[config.mk]
export PLATFORM = sky130hd
export DESIGN_NAME = ds_scale_ctrl
export DESIGN_NICKNAME = d
export VERILOG_FILES = /design/src/rtl/ds_scale_ctrl.sv
export SDC_FILE = /design/constraint.sdc
export NUM_CORES = 1
export LEC_CHECK = 0
export ABC_AREA = 1
export BUFFER_PORTS_ARGS = -buffer_cell sky130_fd_sc_hd__buf_2
export CORE_ASPECT_RATIO = 0.7
export CORE_UTILIZATION = 61
export CTS_BUF_LIST = sky130_fd_sc_hd__clkbuf_2
export DETAILED_ROUTE_END_ITERATION = 7
export GPL_TIMING_DRIVEN = 0
export PLACE_DENSITY = 0.82
export RECOVER_POWER = 25
export SYNTH_ARGS = -nofsm -noshare
export SYNTH_HDL_FRONTEND = slang
export SYNTH_SLANG_ARGS = --single-unit
export TNS_END_PERCENT = 20
[constraint.sdc]
create_clock -name clk -period 1.7 [get_ports clk]
set_clock_uncertainty 0.05 [all_clocks]
set_input_delay 0.17 -clock clk [delete_from_list [all_inputs] [get_ports clk]]
set_output_delay 0.17 -clock clk [all_outputs]
set_load 0.01 [all_outputs]
[src/rtl/ds_scale_ctrl.sv]
// ds_scale_ctrl: frame sequencer for the 4:3 drop/average downscaler.
// Accepts a raster pixel stream, tracks the x/y position and emits a registered
// per-pixel control word (phases, line-buffer address/write, output strobe).
module ds_scale_ctrl #(
  parameter int IN_W   = 256,
  parameter int IN_H   = 256,
  parameter int ADDR_W = 8
) (
  input  logic              clk,
  input  logic              rst,
  input  logic              start,
  input  logic              abort,
  input  logic              in_valid,
  output logic              in_ready,
  input  logic              out_ready,
  output logic              ctl_valid,
  output logic [1:0]        x_phase,
  output logic [1:0]        y_phase,
  output logic [ADDR_W-1:0] lb_addr,
  output logic              lb_we,
  output logic              emit,
  output logic              ctl_last,
  output logic              busy,
  output logic              frame_done
);

  localparam int XW = $clog2(IN_W);
  localparam int YW = $clog2(IN_H);

  typedef enum logic [1:0] {
    S_IDLE = 2'd0,
    S_RUN  = 2'd1,
    S_DONE = 2'd2
  } state_t;

  state_t            state;
  logic [XW-1:0]     x_p0;
  logic [YW-1:0]     y_p0;
  logic [ADDR_W-1:0] addr_p0;

  logic              vld_p1;
  logic [1:0]        xph_p1;
  logic [1:0]        yph_p1;
  logic [ADDR_W-1:0] addr_p1;
  logic              we_p1;
  logic              emit_p1;
  logic              last_p1;
  logic              done_p1;

  logic accept;
  logic x_last;
  logic y_last;

  // Lines with y phase 1 and 2 are buffered; x phase 1 columns are dropped.
  function automatic logic we_decode(input logic [1:0] xp, input logic [1:0] yp);
    return ((yp == 2'd1) || (yp == 2'd2)) && (xp != 2'd1);
  endfunction

  // An output pixel is produced on every kept column of every kept line.
  function automatic logic emit_decode(input logic [1:0] xp, input logic [1:0] yp);
    return (xp != 2'd1) && (yp != 2'd1);
  endfunction

  assign in_ready = (state == S_RUN) && out_ready && !abort;
  assign accept   = in_valid && in_ready;
  assign x_last   = (x_p0 == XW'(IN_W - 1));
  assign y_last   = (y_p0 == YW'(IN_H - 1));
  assign busy     = (state != S_IDLE);

  assign ctl_valid  = vld_p1;
  assign x_phase    = xph_p1;
  assign y_phase    = yph_p1;
  assign lb_addr    = addr_p1;
  assign lb_we      = we_p1;
  assign emit       = emit_p1;
  assign ctl_last   = last_p1;
  assign frame_done = done_p1;

  // Frame FSM, position counters (stage p0) and registered control word (stage p1).
  always_ff @(posedge clk or posedge rst) begin
    if (rst) begin
      state   <= S_IDLE;
      x_p0    <= '0;
      y_p0    <= '0;
      addr_p0 <= '0;
      vld_p1  <= 1'b0;
      xph_p1  <= 2'd0;
      yph_p1  <= 2'd0;
      addr_p1 <= '0;
      we_p1   <= 1'b0;
      emit_p1 <= 1'b0;
      last_p1 <= 1'b0;
      done_p1 <= 1'b0;
    end else begin
      vld_p1  <= 1'b0;
      done_p1 <= 1'b0;
      if (abort) begin
        state   <= S_IDLE;
        x_p0    <= '0;
        y_p0    <= '0;
        addr_p0 <= '0;
      end else begin
        case (state)
          S_IDLE: begin
            if (start) begin
              state   <= S_RUN;
              x_p0    <= '0;
              y_p0    <= '0;
              addr_p0 <= '0;
            end
          end
          S_RUN: begin
            if (accept) begin
              // ---- stage p1: control word for the accepted pixel ----
              vld_p1  <= 1'b1;
              xph_p1  <= x_p0[1:0];
              yph_p1  <= y_p0[1:0];
              addr_p1 <= addr_p0;
              we_p1   <= we_decode(x_p0[1:0], y_p0[1:0]);
              emit_p1 <= emit_decode(x_p0[1:0], y_p0[1:0]);
              last_p1 <= x_last && y_last;
              done_p1 <= x_last && y_last;
              // ---- stage p0: advance raster position ----
              if (x_last) begin
                x_p0    <= '0;
                addr_p0 <= '0;
                y_p0    <= y_last ? '0 : y_p0 + YW'(1);
                if (y_last) begin
                  state <= S_DONE;
                end
              end else begin
                x_p0 <= x_p0 + XW'(1);
                if (x_p0[1:0] != 2'd1) begin
                  addr_p0 <= addr_p0 + ADDR_W'(1);
                end
              end
            end
          end
          S_DONE: begin
            state <= S_IDLE;
          end
          default: begin
            state <= S_IDLE;
          end
        endcase
      end
    end
  end

endmodule

==> results of run 1 <==
flip-flops by register name, indices dropped and copies added (netlist names):
register    count
state           2
x_p0            8
ctl_valid       1
addr_p0         8
frame_done      1
ctl_last        1
x_phase         2
lb_we           1
y_phase         2
lb_addr         8
y_p0            8
emit            1
metrics by stage:
step	cell area [µm²]	hold WS [ns]
2_1_floorplan	2330	0.313
3_3_place_gp	2510	0.409
3_5_place_dp	2510	0.365
4_1_cts	2590	0.0611
5_1_grt	2650	0.0845
6_report	2650	0.0807
power breakdown:
part	total (µW)	switching [µW]	internal, µW
Combinational	1170	767	399
Clock	436	331	105
Sequential	1320	136	1190
per-layer routing:
metal  vias up  part of all wire (%)
met1       968                    50
met3         0                   4.6
li1       1059                     -
met5         -                     0
met2        56                    45
met4         0                     0
layout by cell type, fill, tap and decap left out, drive strengths merged:
master       instances
a21oi                7
buf                 19
clkbuf              19
clkinv               1
clkinvlp             1
dfrtp               43
dlygate4sd3          1
ha                   5
inv                 35
nand2              129
nand3               14
nand4                8
nor2                40
nor3                 6
o21ai               15
o21bai               1
o31ai                3
or2                  1
xnor2                1
xor2                 1
final cells by class:
class                      instances  area (µm²)  share of cell area [%]
buffer                             3        17.5                   0.661
clock inverter                     2        12.5                   0.472
tap                               50        62.6                    2.36
clock buffer                       6        30.0                    1.13
multi-input combinational        231        1170                    44.1
timing repair buffer              30         151                    5.71
sequential                        43        1080                    40.6
inverter                          35         131                    4.96
worst max-delay path, stage by stage, from the launching register on:
cell,delay [ns]
dfrtp_2,0.46
ha_1,0.19
nand2_1,0.09
nor2_1,0.19
nand2_2,0.14
nand2_4,0.12
nand2_1,0.08
nor2_1,0.13
a21oi_1,0.08
worst max-delay path by stage:
stage	from	end
after CTS	y_p0[0]	state[0]
final	y_p0[0]	state[0]
after global placement	rst	y_p0[5]
after floorplan	x_p0[0]	y_p0[0]
after global routing	y_p0[0]	state[0]
after detailed placement	x_p0[0]	y_p0[3]
kinds of logic after synthesis:
| kind of cell | Yosys count | share of synthesized area [%] |
|---|---|---|
| xor gates and xnor gates | 2 | 0.752 |
| buffers and inverters | 38 | 6.39 |
| DFF | 43 | 46.2 |
| adders and majority gates | 5 | 2.68 |
| and+or+nand+nor | 198 | 37.5 |
| AOI/OAI and AO/OA | 26 | 6.50 |
timing repair:
item                                    in CTS  in global routing
buffers inserted                             2                  3
resized for setup                            3                 11
endpoints found under the setup margin      13                 22
hold buffers                                 1                  0
endpoints found under the hold margin       43                  0
pin swaps                                    0                  1
==> out/metrics.csv, run 1 <==
metric,value,unit
status,"complete, no violations",
Final ANT Viol Nets,0,
Worst Reg2Reg Path Length in Cells,8,
number of port buffers,24,
worst r2r src,y_p0[0],
Peak VDD IR,0.000861,V
dpl hpwl,3530,µm
Worst-path clk slew,0.22,ns
number of max-cap violations,0,
clk_lat worst skew,0.39,ns
Layout Area Growth over Synthesis,13.7,%
global-route wire length before repair,7970,µm
most instantiated cells after synthesis,"nand2_1, dfrtp_1, nor2_1, inv_1, o21ai_1",
clk sink count,43,
CTS tree,built,
routing usage on met2,41.3,%
# nets final,360,
Rows,18,
die area,0.00408,mm²
H-tree depth,2,
Layout Utilization,74.0,%
mean post-synth cell area,7.47,µm²
total power,2930,µW
final non-filler cell total,400,
synth unique cells,27,
DR vias,2083,
leakage,0.00138,µW
maximum buffer depth of the clock tree,2,
Die Height,53.7,µm
Post-Syn Instances,312,
Global Route met3 Usage,5.06,%
crit path kind,register to register,
First-pass DRT Iterations,5,
fmax,617,MHz
top-count cell post-synth,nand2_1,
# setup viols final,0,
Slew @ Worst Pin,0.866,ns
pin count of the biggest net entering global routing,44,
# IOs,25,
synthesized cell area,0.00233,mm²
ys flop type,dfrtp_1,
Routability Congestion,0.853,
total track usage,26.7,%
CP Max Fanout,8,
vias per inst,5.21,
post-placement cell count,386,
WL/cell,12.6,µm
Ant. Diodes,0,
RSZ-0062 raised after global routing,true,
post-synth net total,323,
HP Start,abort,
Hold/Removal Path Class,input pin to register,
Worst R2R Setup Slack,0.08,ns
DP Worst Slack,-0.102,ns
top-area cell type share of the netlist area,46.2,%
ys async rst share,100,%
layout cells sized above 1,16.0,%
number of global-route vias before repair,1781,
Post-synth EDFFs,0,
worst setup margin,0.0785,ns
fin crit period,1.62,ns
Yosys warning count,0,
Worst slew margin,42.2,%
root buffer cell,clkbuf_2,
"Most Used Layer, Global Route",met2,
PwrDens,1100,mW/mm²
final wirelength,5020,µm
Synth area leaders,"dfrtp_1, nand2_1, nor2_1, inv_1, ha_1",
Initial Util,65.1,%
Num CTS Buffers,5,
hold worst-path end,x_p0[3],
Fin. Hold Viols,0,
TNS Setup,0,ns
Initial DRC Count,104,
core area,0.00358,mm²
hold depth,4,
initial antenna violation count,0,
Crit Reg-Reg Endpoint,state[0],
CP Data Arrival Time,1.87,ns
fillcell total,281,
type of element capturing the critical path,register,
"FF+latch count, synth",43,
max-slew violation count,0,
total gr overflow,0,
Residual DRC,0,
register area share after synthesis,46.2,%
critical path startpoint category,register,
"Req. time, crit path",1.95,ns
Synth area leader,dfrtp_1,
Die Wd,75.9,µm
Final Cycle Share,95.4,%
M1 GR Usage,38.8,%
Note: power is estimated with default switching activity, not from simulation.
==> run 2, diff against run 1 <==
--- a/config.mk
+++ b/config.mk
@@ -11,7 +11,6 @@
 export CORE_UTILIZATION = 61
 export CTS_BUF_LIST = sky130_fd_sc_hd__clkbuf_2
 export DETAILED_ROUTE_END_ITERATION = 7
-export GPL_TIMING_DRIVEN = 0
 export PLACE_DENSITY = 0.82
 export RECOVER_POWER = 25
 export SYNTH_ARGS = -nofsm -noshare
==> run 2 against run 1 <==
Clock-buffer cell count is 1 higher. Worst setup slack better by 0.0035 ns. Sequential cell count stayed put. First-iteration DRC count is 44% higher. Final area is 0.47% higher. Via count is 0.29% lower. Routed wire length is 1.5% lower. Total power is 1.0% higher. Fmax is 0.22% higher. Critical path depth stayed put. Critical endpoint is now addr_p0[0]. Highest routed layer is now met4.
==> out/metrics.csv, run 2 (synthesis gave the netlist of run 1 again) <==
metric,value,unit
Worst-path clk slew,0.22,ns
maximum buffer depth of the clock tree,2,
Critical Path Source,x_p0[1],
fillcell total,277,
Crit Reg-Reg Endpoint,addr_p0[0],
Die Height,53.7,µm
type of element capturing the critical path,register,
vias per inst,5.14,
core area,0.00358,mm²
Fin. Hold Viols,0,
fin crit period,1.62,ns
Hold/Removal Path Class,input pin to register,
Final ANT Viol Nets,0,
CP Max Fanout,8,
Max stage delay on crit path,0.41,ns
area of the multi-input gates,0.00114,mm²
clk sink count,43,
final non-filler cell total,404,
final wirelength,4950,µm
H-tree depth,2,
Layout Area Growth over Synthesis,14.3,%
number of port buffers,24,
fmax,618,MHz
critical path startpoint category,register,
TNS Setup,0,ns
# IOs,25,
PwrDens,1110,mW/mm²
max-slew violation count,0,
Rows,18,
crit path kind,register to register,
layout cells sized above 1,19.5,%
status,"complete, no violations",
most frequent cells in the layout,"nand2_1, dfrtp_1, nor2_1, inv_1, buf_2",
post-placement cell count,391,
total track usage,27.4,%
leakage,0.00145,µW
Global Route met3 Usage,5.24,%
Peak VDD IR,0.000772,V
HP Start,abort,
DR vias,2077,
Slew @ Worst Pin,1.04,ns
clk_lat worst skew,0.41,ns
total gr overflow,0,
worst r2r src,x_p0[1],
global-route wire length before repair,8160,µm
initial antenna violation count,0,
Die Wd,75.9,µm
"Most Used Layer, Global Route",met2,
Worst Reg2Reg Path Length in Cells,8,
die area,0.00408,mm²
First-pass DRT Iterations,4,
dpl hpwl,3540,µm
Worst slew margin,30.7,%
Num CTS Buffers,5,
routing usage on met2,42.6,%
WL/cell,12.2,µm
Residual DRC,0,
Initial DRC Count,150,
# nets final,364,
root buffer cell,clkbuf_2,
CP Data Arrival Time,1.87,ns
# setup viols final,0,
RSZ-0062 raised after global routing,true,
number of global-route vias before repair,1870,
Worst R2R Setup Slack,0.08,ns
critical path's slowest cell,dfrtp_1,
"Req. time, crit path",1.95,ns
Initial Util,65.1,%
Ant. Diodes,0,
number of max-cap violations,0,
M1 GR Usage,38.3,%
Routability Congestion,0.852,
hold worst-path end,x_p0[6],
Seq. cell area,0.00108,mm²
Final Cycle Share,95.2,%
"most common cell after layout, fill and taps aside",nand2_1,
CTS tree,built,
crit path cell chain,ha_1 -> nand2_2 -> nor2_4 -> nand2_4 -> nand3_2 -> nand3_2 -> nand2_1 -> nand2_1,
pin count of the biggest net entering global routing,44,
hold depth,4,
## run 2: cell count changes in the layout (fill, tap and decap cells not counted), moves of 2 or more
cell      change
buf_2        +11
buf_4         +5
clkbuf_1     -13
clkbuf_2      +2
ha_1          +2
ha_2          -2
## run 2: worst max path at each step
stage	to	slack (ns)	cells after the start
after floorplan	y_p0[0]	0.22	8
after global placement	y_p0[0]	0.14	8
after detailed placement	y_p0[1]	0.05	8
after CTS	state[0]	0.06	8
after global routing	addr_p0[1]	-0.02	8
final	addr_p0[0]	0.08	8
## run 2: area by class of cell
class	instances	share of cell area, %
multi-input combinational	231	42.6
sequential	43	40.4
timing repair buffer	37	8.17
inverter	35	4.93
tap	50	2.35
clock buffer	7	1.32
clock inverter	1	0.188
## run 2: critical path: cells and delay by family, from the launching register on
family,cells,cell delay [ns]
fa+ha+maj,1,0.20
flops,1,0.41
simple gates,7,0.84
## run 2: power breakdown
part           total, µW  switching (µW)  internal, µW
combinational       1220             778           443
sequential          1310             119          1190
clock                429             317           112
total               2960            1210          1740
## run 2: timing repair
item | CTS | global route
resized for setup | 0 | 7
hold buffers | 1 | 0
endpoints found under the setup margin | 1 | 18
buffers inserted | 1 | 3
pin swaps | 0 | 2
endpoints found under the hold margin | 43 | 0
## run 2: per-layer routing
layer  vias to the layer above  share of wire (%)
li1                       1061                  -
met1                       958                 50
met2                        53                 45
met3                         5                5.0
met4                         0               0.69
met5                         -                  0
## run 2: per-stage QoR
stage	power, µW	hold slack (ns)	utilization, %	worst slack (ns)	area (µm²)
after global routing	3180	0.0729	74.4	-0.0166	2660
after global placement	2420	0.279	71.4	0.141	2560
final	2960	0.0857	74.4	0.0820	2660
after detailed placement	2450	0.286	71.4	0.0472	2560
after floorplan	2070	0.313	-	0.223	2330
after CTS	2890	0.0739	73.0	0.0610	2610
==> run 3, diff against run 2 <==
--- a/config.mk
+++ b/config.mk
@@ -8,10 +8,10 @@
 export ABC_AREA = 1
 export BUFFER_PORTS_ARGS = -buffer_cell sky130_fd_sc_hd__buf_2
 export CORE_ASPECT_RATIO = 0.7
-export CORE_UTILIZATION = 61
+export CORE_UTILIZATION = 64
 export CTS_BUF_LIST = sky130_fd_sc_hd__clkbuf_2
 export DETAILED_ROUTE_END_ITERATION = 7
-export PLACE_DENSITY = 0.82
+export PLACE_DENSITY = 0.86
 export RECOVER_POWER = 25
 export SYNTH_ARGS = -nofsm -noshare
 export SYNTH_HDL_FRONTEND = slang
==> constraint.sdc (replaced) <==
create_clock -name clk -period 1.98 [get_ports clk]
set_clock_uncertainty 0.05 [all_clocks]
set_input_delay 0.198 -clock clk [delete_from_list [all_inputs] [get_ports clk]]
set_output_delay 0.198 -clock clk [all_outputs]
set_load 0.01 [all_outputs]
==> run 3 against run 2 <==
Sequential cell count unchanged. Sequential share of layout area up 1.4 points. Routed wire length fell by 2.3%. Via count decreased by 0.43%. Largest cell class unchanged. Highest routed layer unchanged.
==> out/metrics.csv, run 3 (synthesis gave the netlist of run 1 again) <==
metric,value,unit
status,"complete, no violations",
number of port buffers,24,
maximum buffer depth of the clock tree,2,
Layout Area Growth over Synthesis,10.6,%
vias per inst,5.30,
"most common cell after layout, fill and taps aside",nand2_1,
Switching Power,1020,µW
Fin. Hold Viols,0,
internal power,1520,µW
Hold/Removal Path Class,input pin to register,
max-slew violation count,0,
global-route wire length before repair,8560,µm
CTS tree,built,
Initial DRC Count,116,
most frequent cells in the layout,"nand2_1, dfrtp_1, nor2_1, inv_1, buf_2",
number of global-route vias before repair,1933,
final wirelength,4840,µm
CP Max Fanout,8,
leakage,0.00139,µW
fillcell total,253,
DR vias,2068,
# setup viols final,0,
Slew @ Worst Pin,0.848,ns
Worst-path clk slew,0.23,ns
Reg power frac,44.9,%
root buffer cell,clkbuf_2,
layout cells sized above 1,16.3,%
Routability Congestion,0.863,
Layout Utilization,78.2,%
Max stage delay on crit path,0.47,ns
clock power share,19.9,%
Worst slew margin,43.5,%
total gr overflow,0,
Die Wd,74.1,µm
clk sink count,43,
Initial Util,70.7,%
dpl hpwl,3510,µm
crit path kind,register to register,
Ant. Diodes,0,
Net Sw Frac,40.2,%
fmax,570,MHz
PwrDens,985,mW/mm²
Rows,17,
"Req. time, crit path",2.24,ns
pin count of the biggest net entering global routing,37,
# IOs,25,
CP Data Arrival Time,2.02,ns
type of element capturing the critical path,register,
die area,0.00389,mm²
Die Height,52.5,µm
fin crit period,1.76,ns
Crit path top cell by count,nand2_1,
Final Cycle Share,88.7,%
crit path cell chain,ha_1 -> nand2_1 -> nor2_2 -> nand2_2 -> nand2_2 -> nand3_2 -> nand2_1 -> nand2_1,
RSZ-0062 raised after global routing,false,
H-tree depth,2,
Final ANT Viol Nets,0,
gate family responsible for the most delay along the worst path,simple AND/OR/NAND/NOR gates,
critical path startpoint category,register,
Num CTS Buffers,5,
TNS Setup,0,ns
WL/cell,12.4,µm
Peak VDD IR,0.000595,V
core area,0.00330,mm²
critical path's slowest cell,dfrtp_2,
post-CTS setup buffers,0,
share of power burned in combinational logic,35.2,%
initial antenna violation count,0,
First-pass DRT Iterations,4,
CP bufs+invs,0,
total track usage,29.6,%
Residual DRC,0,
clk_lat worst skew,0.41,ns
number of max-cap violations,0,
# nets final,353,
==> run 3: per-stage QoR <==
step,cells,area [µm²],total power [µW],hold slack [ns],setup slack [ns]
final,390,2580,2540,0.101,0.224
after global routing,390,2580,2710,0.0847,0.0597
after CTS,390,2590,2550,0.0825,0.205
after detailed placement,381,2510,2050,0.130,0.257
after global placement,381,2510,2020,0.131,0.328
after floorplan,312,2330,1780,0.341,0.503
==> run 3: final timing paths <==
check,startpoint,end,cells after the start,slack (ns)
max,x_p0[0],y_p0[1],8,0.22
min reg2reg,lb_addr[7],lb_addr[7],2,0.46
max reg2reg,x_p0[0],y_p0[1],8,0.22
max in group asynchronous,rst,x_p0[0],4,0.56
min,abort,x_p0[3],4,0.10
min in group asynchronous,rst,x_phase[0],3,0.18
==> run 3: layout make-up <==
type	count	area, µm²	area share, %
repair buffers	26	135	5.24
multi-input cells	231	1110	42.9
inverters	35	131	5.10
clock inverters	3	43.8	1.70
flip-flops and latches	43	1080	41.8
clock buffers	5	25.0	0.971
well taps	47	58.8	2.28
==> run 3: power groups by stage <==
stage               logic, µW  registers [µW]  clock network, µW
global route             1010            1160                547
floorplan                 609            1170                  0
detailed placement        895            1150                  0
finish                    893            1140                506
CTS                       897            1130                514
global placement          879            1140                  0
==> run 3: routing by layer <==
layer | global-route usage [%] | vias up | routed length (µm)
li1 | - | 1040 | -
met1 | 42.6 | 956 | 2390
met2 | 45.2 | 67 | 2100
met3 | 5.96 | 5 | 305
met4 | 8.65 | 0 | 33
met5 | 0 | - | 0
==> run 3: worst reg2reg max path, cell delays in order (launching register included) <==
cell and delay [ns]:
dfrtp_2 0.47, ha_1 0.19, nand2_1 0.08, nor2_2 0.19, nand2_2 0.13, nand2_2 0.17, nand3_2 0.21, nand2_1 0.12
nand2_1 0.05
==> run 3: repair_timing <==
action	CTS	global route
gates resized for setup	0	1
hold buffers	1	0
endpoints found under the setup margin	0	1
hold endpoints to repair	10	0
